--- src/rtl/fifo_arb_pkg.sv ---
// Shared types for the FIFO write arbiter: FSM state encoding and statistics counter width.
package fifo_arb_pkg;

   localparam int STAT_W = 16;

   typedef enum logic [1:0] {
      IDLE  = 2'd0,
      GRANT = 2'd1,
      FLUSH = 2'd2
   } arb_state_e;

endpackage

--- src/rtl/rr_pick.sv ---
// Combinational round-robin picker: first set request at or after last_owner+1, wrapping.
module rr_pick #(
   parameter int NUM_REQ = 4,
   parameter int IW      = $clog2(NUM_REQ)
) (
   input  logic [NUM_REQ-1:0] req,
   input  logic [IW-1:0]      last_owner,
   output logic               found,
   output logic [IW-1:0]      index
);

   function automatic logic [IW-1:0] wrap_add(input logic [IW-1:0] base, input int k);
      int sum;
      sum = int'(base) + k;
      if (sum >= NUM_REQ) sum = sum - NUM_REQ;
      return IW'(sum);
   endfunction

   // Walk offsets from farthest to nearest so the nearest requester wins.
   always_comb begin
      found = 1'b0;
      index = '0;
      for (int k = NUM_REQ; k >= 1; k--) begin
         if (req[wrap_add(last_owner, k)]) begin
            found = 1'b1;
            index = wrap_add(last_owner, k);
         end
      end
   end

endmodule

--- src/rtl/fifo_wr_arbiter.sv ---
// Round-robin burst write arbiter sharing one FIFO between NUM_REQ producers, with flush sequencing.
// Optional per-requester word counters enabled by defining FIFO_ARB_STATS_EN.
module fifo_wr_arbiter
   import fifo_arb_pkg::*;
#(
   parameter int NUM_REQ   = 4,
   parameter int DATA_W    = 16,
   parameter int MAX_BURST = 4
) (
   input  logic                        clock,
   input  logic                        reset,
   input  logic [NUM_REQ-1:0]          req,
   input  logic [NUM_REQ*DATA_W-1:0]   req_data,
   output logic [NUM_REQ-1:0]          ack,
   input  logic                        clr_req,
   input  logic                        fifo_full,
   output logic                        fifo_write,
   output logic [DATA_W-1:0]           fifo_data,
   output logic                        fifo_clear,
   output logic [$clog2(NUM_REQ)-1:0]  grant_id,
   output logic                        busy,
   output logic [NUM_REQ*STAT_W-1:0]   stat_words
);

   localparam int IW = $clog2(NUM_REQ);
   localparam int BW = $clog2(MAX_BURST + 1);

   arb_state_e      state_q, state_d;
   logic [IW-1:0]   owner_q, owner_d;
   logic [IW-1:0]   last_owner_q, last_owner_d;
   logic [BW-1:0]   burst_cnt_q, burst_cnt_d;
   logic            clear_q, clear_d;
   logic            pick_found;
   logic [IW-1:0]   pick_index;

   rr_pick #(
      .NUM_REQ (NUM_REQ),
      .IW      (IW)
   ) u_pick (
      .req        (req),
      .last_owner (last_owner_q),
      .found      (pick_found),
      .index      (pick_index)
   );

   // Write-side outputs decode only registered state/owner plus live req/full/clr.
   always_comb begin
      state_d      = state_q;
      owner_d      = owner_q;
      last_owner_d = last_owner_q;
      burst_cnt_d  = burst_cnt_q;
      fifo_write   = 1'b0;
      fifo_data    = '0;
      ack          = '0;
      case (state_q)
         IDLE: begin
            if (clr_req) begin
               state_d = FLUSH;
            end else if (pick_found) begin
               owner_d     = pick_index;
               burst_cnt_d = '0;
               state_d     = GRANT;
            end
         end
         GRANT: begin
            if (clr_req) begin
               last_owner_d = owner_q;
               state_d      = FLUSH;
            end else if (req[owner_q]) begin
               if (!fifo_full) begin
                  fifo_write   = 1'b1;
                  fifo_data    = req_data[int'(owner_q)*DATA_W +: DATA_W];
                  ack[owner_q] = 1'b1;
                  burst_cnt_d  = burst_cnt_q + BW'(1);
                  if (burst_cnt_q == BW'(MAX_BURST - 1)) begin
                     last_owner_d = owner_q;
                     state_d      = IDLE;
                  end
               end
            end else begin
               last_owner_d = owner_q;
               state_d      = IDLE;
            end
         end
         FLUSH: begin
            state_d = IDLE;
         end
         default: begin
            state_d = IDLE;
         end
      endcase
      clear_d = (state_d == FLUSH);
   end

   always_ff @(posedge clock or negedge reset) begin
      if (!reset) begin
         state_q      <= IDLE;
         owner_q      <= '0;
         last_owner_q <= IW'(NUM_REQ - 1);
         burst_cnt_q  <= '0;
         clear_q      <= 1'b0;
      end else begin
         state_q      <= state_d;
         owner_q      <= owner_d;
         last_owner_q <= last_owner_d;
         burst_cnt_q  <= burst_cnt_d;
         clear_q      <= clear_d;
      end
   end

   assign fifo_clear = clear_q;
   assign grant_id   = owner_q;
   assign busy       = (state_q != IDLE);

`ifdef FIFO_ARB_STATS_EN
   logic [STAT_W-1:0] stat_q [NUM_REQ];
   logic [STAT_W-1:0] stat_d [NUM_REQ];

   // Counters saturate rather than wrap and are wiped alongside the FIFO contents.
   always_comb begin
      for (int i = 0; i < NUM_REQ; i++) begin
         stat_d[i] = stat_q[i];
         if (state_q == FLUSH) begin
            stat_d[i] = '0;
         end else if (ack[i] && (stat_q[i] != {STAT_W{1'b1}})) begin
            stat_d[i] = stat_q[i] + STAT_W'(1);
         end
      end
   end

   always_ff @(posedge clock or negedge reset) begin
      if (!reset) begin
         for (int i = 0; i < NUM_REQ; i++) stat_q[i] <= '0;
      end else begin
         for (int i = 0; i < NUM_REQ; i++) stat_q[i] <= stat_d[i];
      end
   end

   always_comb begin
      stat_words = '0;
      for (int i = 0; i < NUM_REQ; i++) stat_words[i*STAT_W +: STAT_W] = stat_q[i];
   end
`else
   assign stat_words = '0;
`endif

endmodule

--- config.mk ---
export PLATFORM = sky130hd
export DESIGN_NAME = fifo_wr_arbiter
export DESIGN_NICKNAME = d
export VERILOG_FILES = /design/src/rtl/fifo_arb_pkg.sv /design/src/rtl/rr_pick.sv /design/src/rtl/fifo_wr_arbiter.sv
export SDC_FILE = /design/constraint.sdc
export NUM_CORES = 1
export LEC_CHECK = 0
export BUFFER_PORTS_ARGS = -buffer_cell sky130_fd_sc_hd__buf_2
export CAP_MARGIN = 40
export CORE_MARGIN = 2
export CORE_UTILIZATION = 36
export DETAILED_ROUTE_END_ITERATION = 10
export PLACE_DENSITY_LB_ADDON = 0.2
export SYNTH_ARGS = -nofsm -noshare
export SYNTH_HDL_FRONTEND = slang
export SYNTH_SLANG_ARGS = --single-unit
--- constraint.sdc ---
create_clock -name clock -period 1.9 [get_ports clock]
set_input_delay 0.095 -clock clock [delete_from_list [all_inputs] [get_ports clock]]
set_output_delay 0.095 -clock clock [all_outputs]
set_load 0.01 [all_outputs]
# Word level (Yosys, flattened, before mapping)
# Cells that the tools add are included.
[totals] input_bits=72 reg_bits=10 wordCells=96
[op_classes] muxes=53 addsub=9 n_reduce_logical=7 magnitude_cmp=10 n_shift=1 bitwise=1 eq_ne=10
[op_table] cell="2-to-1 mux 16 bit" n=4
[op_table] cell="variable part select 64 x 7 -> 16 bit" n=1
[op_table] cell="2-to-1 mux 2 bit" n=18
[op_table] cell="2-to-1 mux 4 bit" n=4
[op_table] cell="< comparator 2 x 3 -> 1 bit, second input constant" n=5
[op_table] cell="2-to-1 mux 3 bit" n=5
[op_table] cell="2-to-1 mux 1 bit" n=14
[op_table] cell="binary-select mux 1 bit (select 2 bit)" n=5
[op_table] cell="!= test 2 bit, second input constant" n=5
[op_table] cell=">= comparator 3 bit, second input constant" n=3
[op_table] cell="subtractor 2 x 1 -> 2 bit, second input constant" n=4
[op_table] cell="adder 2 x 2 -> 3 bit, second input constant" n=2
[op_table] cell="one-hot mux 3 bit (2 select lines)" n=1
[op_table] cell="AND reduction 3 bit" n=2
[op_table] cell="AND reduction 6 bit" n=1
[op_table] cell="adder 2 x 3 -> 4 bit, second input constant" n=1
[op_table] cell=">= comparator 4 x 3 -> 1 bit, second input constant" n=1
[op_table] cell="one-hot mux 2 bit (2 select lines)" n=1
[op_table] cell="nonzero test 2 bit" n=2
[op_table] cell="adder 2 x 1 -> 3 bit, second input constant" n=1
[op_table] cell="adder 3 x 1 -> 3 bit, second input constant" n=1
[op_table] cell="== test 3 x 2 -> 1 bit, second input constant" n=1
[op_table] cell="!= test 3 x 2 -> 1 bit, second input constant" n=1
[op_table] cell="!= test 3 bit, second input constant" n=1
[op_table] cell="other kinds (7)" n=7

# Longest topological paths before layout
[depth] ltp_word=13 ltp_mapped=6

# Modules after synthesis
# Synthesis repeated with hierarchy kept, for this count alone.
[hier_totals] hier_cells=172 hier_area_um2=1647.8
[by_module_without_submodules] module="fifo_wr_arbiter" cells_per_inst=158 instances=1 area_each_um2=1556.5 seq_area_each_um2=252.7
[by_module_without_submodules] module="rr_pick" cells_per_inst=14 instances=1 area_each_um2=91.3 seq_area_each_um2=0.0

# Worst setup path after synthesis
# Ideal clock, no wire load.
[synth_path] path_type="register -> register" start="register owner_q[0], in the netlist grant_id[0]" end="register last_owner_q[1]" setup_slack_ns=0.236 stages_incl_launch_ff=6 synth_period_minus_slack_ns=1.664 t_arrival_ns=1.579 t_required_ns=1.815 setup_time_ns=0.085 cell_sequence="dfrtp_1 buf_6 mux4_2 nand3b_1 and2b_1 mux2_1"
[synth_between] elab_chain_len=4
[synth_rtl] element="from (decl)" line_no="fifo_wr_arbiter.sv:29" source="logic [IW-1:0] owner_q, owner_d;"
[synth_rtl] element="from (signal assigned)" line_no="fifo_wr_arbiter.sv:104" source="owner_q <= owner_d;"
[synth_rtl] element="binary-select mux 1 bit (select 2 bit) *" line_no="fifo_wr_arbiter.sv:69" source="end else if (req[owner_q]) begin"
[synth_rtl] element="2-to-1 mux 1 bit (not written as such) *" line_no="fifo_wr_arbiter.sv:69"
[synth_rtl] element="!= test 3 x 2 -> 1 bit (no source line) (tied with other cells)"
[synth_rtl] element="AND reduction 3 bit (no source line) or 2-to-1 mux 2 bit (tied branches)"
[synth_rtl] element="to (signal assigned)" line_no="fifo_wr_arbiter.sv:99" source="last_owner_q <= IW'(NUM_REQ - 1);"
[synth_rtl] element="to (signal assigned)" line_no="fifo_wr_arbiter.sv:105" source="last_owner_q <= last_owner_d;"
[synth_rtl] element="to (decl)" line_no="fifo_wr_arbiter.sv:30" source="logic [IW-1:0] last_owner_q, last_owner_d;"
# Every way passes the cells marked *; elsewhere a longest branch is shown, timed or not. The select of a mux whose other input is x is not followed.
# A chain may end at the register's enable or synchronous reset.

# Worst setup path in the final report
[layout_path] start="register owner_q[0], in the netlist grant_id[0]" end="output ack[1]"
[layout_between] elab_chain_len=8
[layout_rtl] element="< comparator 2 x 3 -> 1 bit (not written as such) or >= comparator 2 x 1 -> 1 bit (tied branches)" line_no="fifo_wr_arbiter.sv:73" source="ack[owner_q] = 1'b1;"
[layout_rtl] element="logical AND 1 bit (not written as such)" line_no="fifo_wr_arbiter.sv:73"
[layout_rtl] element="2-to-1 mux 1 bit (not written as such)" line_no="fifo_wr_arbiter.sv:73"
[layout_rtl] element="demux 1 bit (select 2 bit)" line_no="fifo_wr_arbiter.sv:73"
[layout_rtl] element="2-to-1 mux 4 bit" line_no="fifo_wr_arbiter.sv:70" source="if (!fifo_full) begin"
[layout_rtl] element="2-to-1 mux 4 bit *" line_no="fifo_wr_arbiter.sv:69"
[layout_rtl] element="2-to-1 mux 4 bit *" line_no="fifo_wr_arbiter.sv:66" source="if (clr_req) begin"
[layout_rtl] element="2-to-1 mux 4 bit *" line_no="fifo_wr_arbiter.sv:55" source="case (state_q)"
[layout_rtl] element="to (decl)" line_no="fifo_wr_arbiter.sv:14" source="output logic [NUM_REQ-1:0] ack,"
# Marks and branches as above.

==> impl_results.html <==
<table>
<tr><th>Metric</th><th>Value</th></tr>
<tr><th colspan="2">Global route</th></tr>
<tr><td>Maximum number of pins on one net before global-route repair</td><td>24</td></tr>
<tr><td>First-pass GRT wire length</td><td>5.75 mm</td></tr>
<tr><td>Overall overflow remaining after global route</td><td>0</td></tr>
<tr><td>Number of global-route vias before repair</td><td>1203</td></tr>
<tr><td>Number of antenna violations at the first check in global routing</td><td>0</td></tr>
<tr><td>Total global-route track usage</td><td>14.7%</td></tr>
<tr><th colspan="2">Floorplan</th></tr>
<tr><td>Area of the die</td><td>0.00484 mm2</td></tr>
<tr><td>Number of placement rows</td><td>23</td></tr>
<tr><td>Starting density of the core</td><td>38.2%</td></tr>
<tr><td>Height of the die</td><td>69.6 um</td></tr>
<tr><td>Top-level port count</td><td>161</td></tr>
<tr><td>Area of the core</td><td>0.00406 mm2</td></tr>
<tr><td>Horiz. Die Dim</td><td>69.6 um</td></tr>
<tr><th colspan="2">Worst setup path</th></tr>
<tr><td>Number of cells traversed by the worst register-to-register path</td><td>4</td></tr>
<tr><td>Crit-path max FO</td><td>15</td></tr>
<tr><td>Critical Path End Type</td><td>output pin</td></tr>
<tr><td>CP required</td><td>1.80 ns</td></tr>
<tr><td>Data arrival time of the critical path</td><td>1.73 ns</td></tr>
<tr><td>Crit path max-delay cell type</td><td>mux4_2</td></tr>
<tr><td>Endpoint of the worst register-to-register path</td><td>last_owner_q[0]</td></tr>
<tr><td>Critical path cell sequence</td><td>mux4_2, nand4b_1, buf_6, nor3b_1, buf_2</td></tr>
<tr><td>Setup slack of the worst register-to-register path</td><td>0.33 ns</td></tr>
<tr><td>Origin of the critical flop-to-flop path</td><td>grant_id[0]</td></tr>
<tr><td>Largest stage delay, worst path</td><td>0.54 ns</td></tr>
<tr><td>Class of the most critical setup path</td><td>reg -&gt; out</td></tr>
<tr><td>Crit path launch type</td><td>flop</td></tr>
<tr><th colspan="2">STA</th></tr>
<tr><td>Final worst-path cycle share</td><td>96.3%</td></tr>
<tr><td>Final Critical Period</td><td>1.83 ns</td></tr>
<tr><td>Setup repair after global routing missed its margin</td><td>yes</td></tr>
<tr><td>Final WS setup</td><td>0.0710 ns</td></tr>
<tr><td>Max-slew violations</td><td>0</td></tr>
<tr><td>Post-Route Setup TNS</td><td>0 ns</td></tr>
<tr><td>Upper clock frequency limit</td><td>547 MHz</td></tr>
<tr><td>Count of endpoints failing hold in the final timing report</td><td>0</td></tr>
<tr><td>Number of setup violations in the final report</td><td>0</td></tr>
<tr><td>Worst clock skew</td><td>0.00221 ns</td></tr>
<tr><th colspan="2">Placement</th></tr>
<tr><td>Cell Count Post-Placement</td><td>301</td></tr>
<tr><td>Pre-CTS WS</td><td>0.284 ns</td></tr>
<tr><td>Port bufs</td><td>96</td></tr>
<tr><td>HPWL after DPL</td><td>3.36 mm</td></tr>
<tr><td>Placer Congestion</td><td>0.715</td></tr>
<tr><th colspan="2">Detailed routing</th></tr>
<tr><td>Number of vias per cell after detailed routing</td><td>4.22</td></tr>
<tr><td>Routed length per placed instance</td><td>12.8 um</td></tr>
<tr><td>Number of detailed-routing iterations run before antenna repair</td><td>4</td></tr>
<tr><td>First-iteration detailed-routing DRC count</td><td>30</td></tr>
<tr><td>Count of antenna-violating nets left after detailed routing</td><td>0</td></tr>
<tr><td>Detailed Route WL</td><td>3.90 mm</td></tr>
<tr><td>Via count of the routed design</td><td>1291</td></tr>
<tr><td>Total DRC errors in the routed layout</td><td>0</td></tr>
<tr><th colspan="2">Hold path</th></tr>
<tr><td>Class of the worst hold path</td><td>in -&gt; reg</td></tr>
<tr><td>Worst hold endpoint</td><td>state_q[1]</td></tr>
<tr><td>Worst Min Path Start</td><td>clr_req</td></tr>
<tr><td>Min-Delay Path Depth</td><td>2</td></tr>
<tr><th colspan="2">Cells and area</th></tr>
<tr><td>Post-Layout Cell Count</td><td>306</td></tr>
<tr><td>Fillers</td><td>405</td></tr>
<tr><td>Relative area change from synthesis to final layout</td><td>23.7%</td></tr>
<tr><td>Fraction of final layout cells sized beyond drive strength 1</td><td>50.0%</td></tr>
<tr><td>Flip-flop and latch area</td><td>253 um2</td></tr>
<tr><td>Total area of multi-input combinational cells</td><td>995 um2</td></tr>
<tr><td>Fraction of the core area covered by cells at the end of the flow</td><td>47.2%</td></tr>
<tr><td>ANT cells</td><td>0</td></tr>
<tr><td>Leading cell types in the layout, fill and taps excluded</td><td>buf_2 (96), conb_1 (64), nor2b_1 (18)</td></tr>
<tr><td>Commonest non-fill, non-tap cell in the layout</td><td>buf_2</td></tr>
<tr><td>Final nets</td><td>331</td></tr>
<tr><th colspan="2">Run status</th></tr>
<tr><td>Status</td><td>finished clean</td></tr>
<tr><th colspan="2">Synthesis</th></tr>
<tr><td>Sequential cell area fraction in the yosys report</td><td>16.3%</td></tr>
<tr><td>Number of warnings issued by yosys</td><td>0</td></tr>
<tr><td>Synth cell types</td><td>35</td></tr>
<tr><td>Share of Yosys cell area claimed by the top area cell type</td><td>31.0%</td></tr>
<tr><td>Cell area after synthesis</td><td>0.00155 mm2</td></tr>
<tr><td>Cell type with the highest aggregate area in the netlist</td><td>buf_4</td></tr>
<tr><td>Number of synthesized register bits</td><td>10</td></tr>
<tr><td>Syn Area/Cell</td><td>9.80 um2</td></tr>
<tr><td>Number of cells produced by synthesis</td><td>158</td></tr>
<tr><td>Top area cells in the synthesized netlist</td><td>buf_4 (31%), mux4_2 (25%), dfrtp_1 (13%), nor2b_1 (7.3%), dfstp_2 (3.4%)</td></tr>
<tr><th colspan="2">Clock tree</th></tr>
<tr><td>Depth of the CTS H-tree</td><td>1</td></tr>
<tr><td>Number of sinks on the clock net</td><td>10</td></tr>
<tr><td>Cell at the root of the clock tree</td><td>clkbuf_8</td></tr>
<tr><td>Worst-path clk slew</td><td>0.05 ns</td></tr>
<tr><td>Longest Clk Path Bufs</td><td>2</td></tr>
<tr><td>Clock insertion delay at the later pin of the skew report</td><td>0.24 ns</td></tr>
<tr><td>Clock buffer count from CTS</td><td>3</td></tr>
<tr><td>CTS tree</td><td>yes</td></tr>
<tr><th colspan="2">Pwr</th></tr>
<tr><td>Power Dens Cells</td><td>775 mW/mm2</td></tr>
<tr><td>Reported leakage power</td><td>1.07 nW</td></tr>
<tr><td>IR drop worst, VDD</td><td>0.426 mV</td></tr>
<tr><th colspan="2">Job</th></tr>
<tr><td>Maximum Capacitance Violations</td><td>0</td></tr>
</table>
metrics by stage:
stage          cell area (um2)  hold slack (ns)  total power (W)
6_report                  1920            0.136          0.00148
5_1_grt                   1920            0.150          0.00160
3_5_place_dp              1850          -0.0284          0.00122
2_1_floorplan             1790           -0.201          0.00110
4_1_cts                   1910            0.133          0.00151
3_3_place_gp              1850          -0.0329          0.00121
Yosys cell counts:
cell type / n
mux2_1: 2
nand3b_1: 1
and2b_1: 1
and3_1: 1
o21ai_0: 3
o21ai_2: 1
or2_2: 1
o2bb2ai_1: 1
or4_1: 1
dfrtp_1: 8
inv_2: 1
nand4b_1: 1
a22o_1: 1
mux2_2: 1
o211a_1: 1
o41ai_1: 1
buf_2: 4
inv_1: 4
clkbuf_1: 2
o22ai_1: 1
a221oi_1: 1
mux4_2: 17
dfstp_2: 2
ha_1: 2
nor3_1: 2
buf_4: 64
conb_1: 1
nand2b_1: 3
and3b_1: 1
nor4_1: 1
nor3b_1: 2
nor2b_1: 18
buf_6: 1
nor2_1: 4
nand2_1: 2
final cells by class:
type / instances / area share (%)
clock buffers: 4 / 2.87
inverters: 5 / 0.980
multi-input cells: 135 / 51.9
flip-flops and latches: 10 / 13.2
well taps: 50 / 3.27
repair buffers: 102 / 27.8
flip-flops by register name (all words and copies together) (netlist names):
name / flops
burst_cnt_q: 3
fifo_clear: 1
last_owner_q: 2
grant_id: 2
state_q: 2
logic make-up (layout without fill, tap and decap cells):
| kind of cell | after synthesis | after routing | synth area share (%) |
|---|---|---|---|
| AO/OA/AOI/OAI | 10 | 10 | 4.85 |
| multiplexers | 20 | 20 | 26.9 |
| flip-flops | 10 | 10 | 16.3 |
| AND/OR/NAND/NOR | 39 | 39 | 15.3 |
| buffers and inverters | 76 | 111 | 34.7 |
| other | 1 | 64 | 0.242 |
| adder cells (fa/ha/maj) | 2 | 2 | 1.62 |
how the worst max path moves through the flow:
| stage | start | end | slack [ns] | cells after the start |
|---|---|---|---|---|
| 2_1_floorplan | grant_id[0] | last_owner_q[1] | 0.24 | 5 |
| 3_3_place_gp | grant_id[0] | ack[1] | 0.30 | 5 |
| 3_5_place_dp | grant_id[0] | ack[2] | 0.28 | 5 |
| 4_1_cts | grant_id[0] | ack[2] | 0.01 | 5 |
| 5_1_grt | grant_id[0] | ack[1] | -0.06 | 5 |
| 6_report | grant_id[0] | ack[1] | 0.07 | 5 |
critical path: cells and delay by family, from the launching register on:
kind          cells  cell delay, ns
flops             1            0.38
mux               1            0.54
buf+inv           2            0.34
simple gates      2            0.24
repair_timing:
item,CTS,global route
hold buffers,1,0
setup endpoints to repair,0,15
gates resized for setup,0,1
buffers inserted,0,0
hold endpoints to repair,10,0
metal layers:
metal | global-route usage (%) | share of wire [%]
met1 | 18.2 | 38
met2 | 25.4 | 52
met3 | 2.76 | 8.6
met4 | 5.23 | 1.4
met5 | 0 | 0
report_power, final:
| part | switching [W] | internal [W] | total [W] |
|---|---|---|---|
| Sequential | 0.0000435 | 0.000277 | 0.000321 |
| Combinational | 0.000390 | 0.000499 | 0.000889 |
| Clock | 0.0000909 | 0.000183 | 0.000274 |
| Total | 0.000525 | 0.000959 | 0.00148 |
Note: power is estimated with default switching activity, not from simulation.
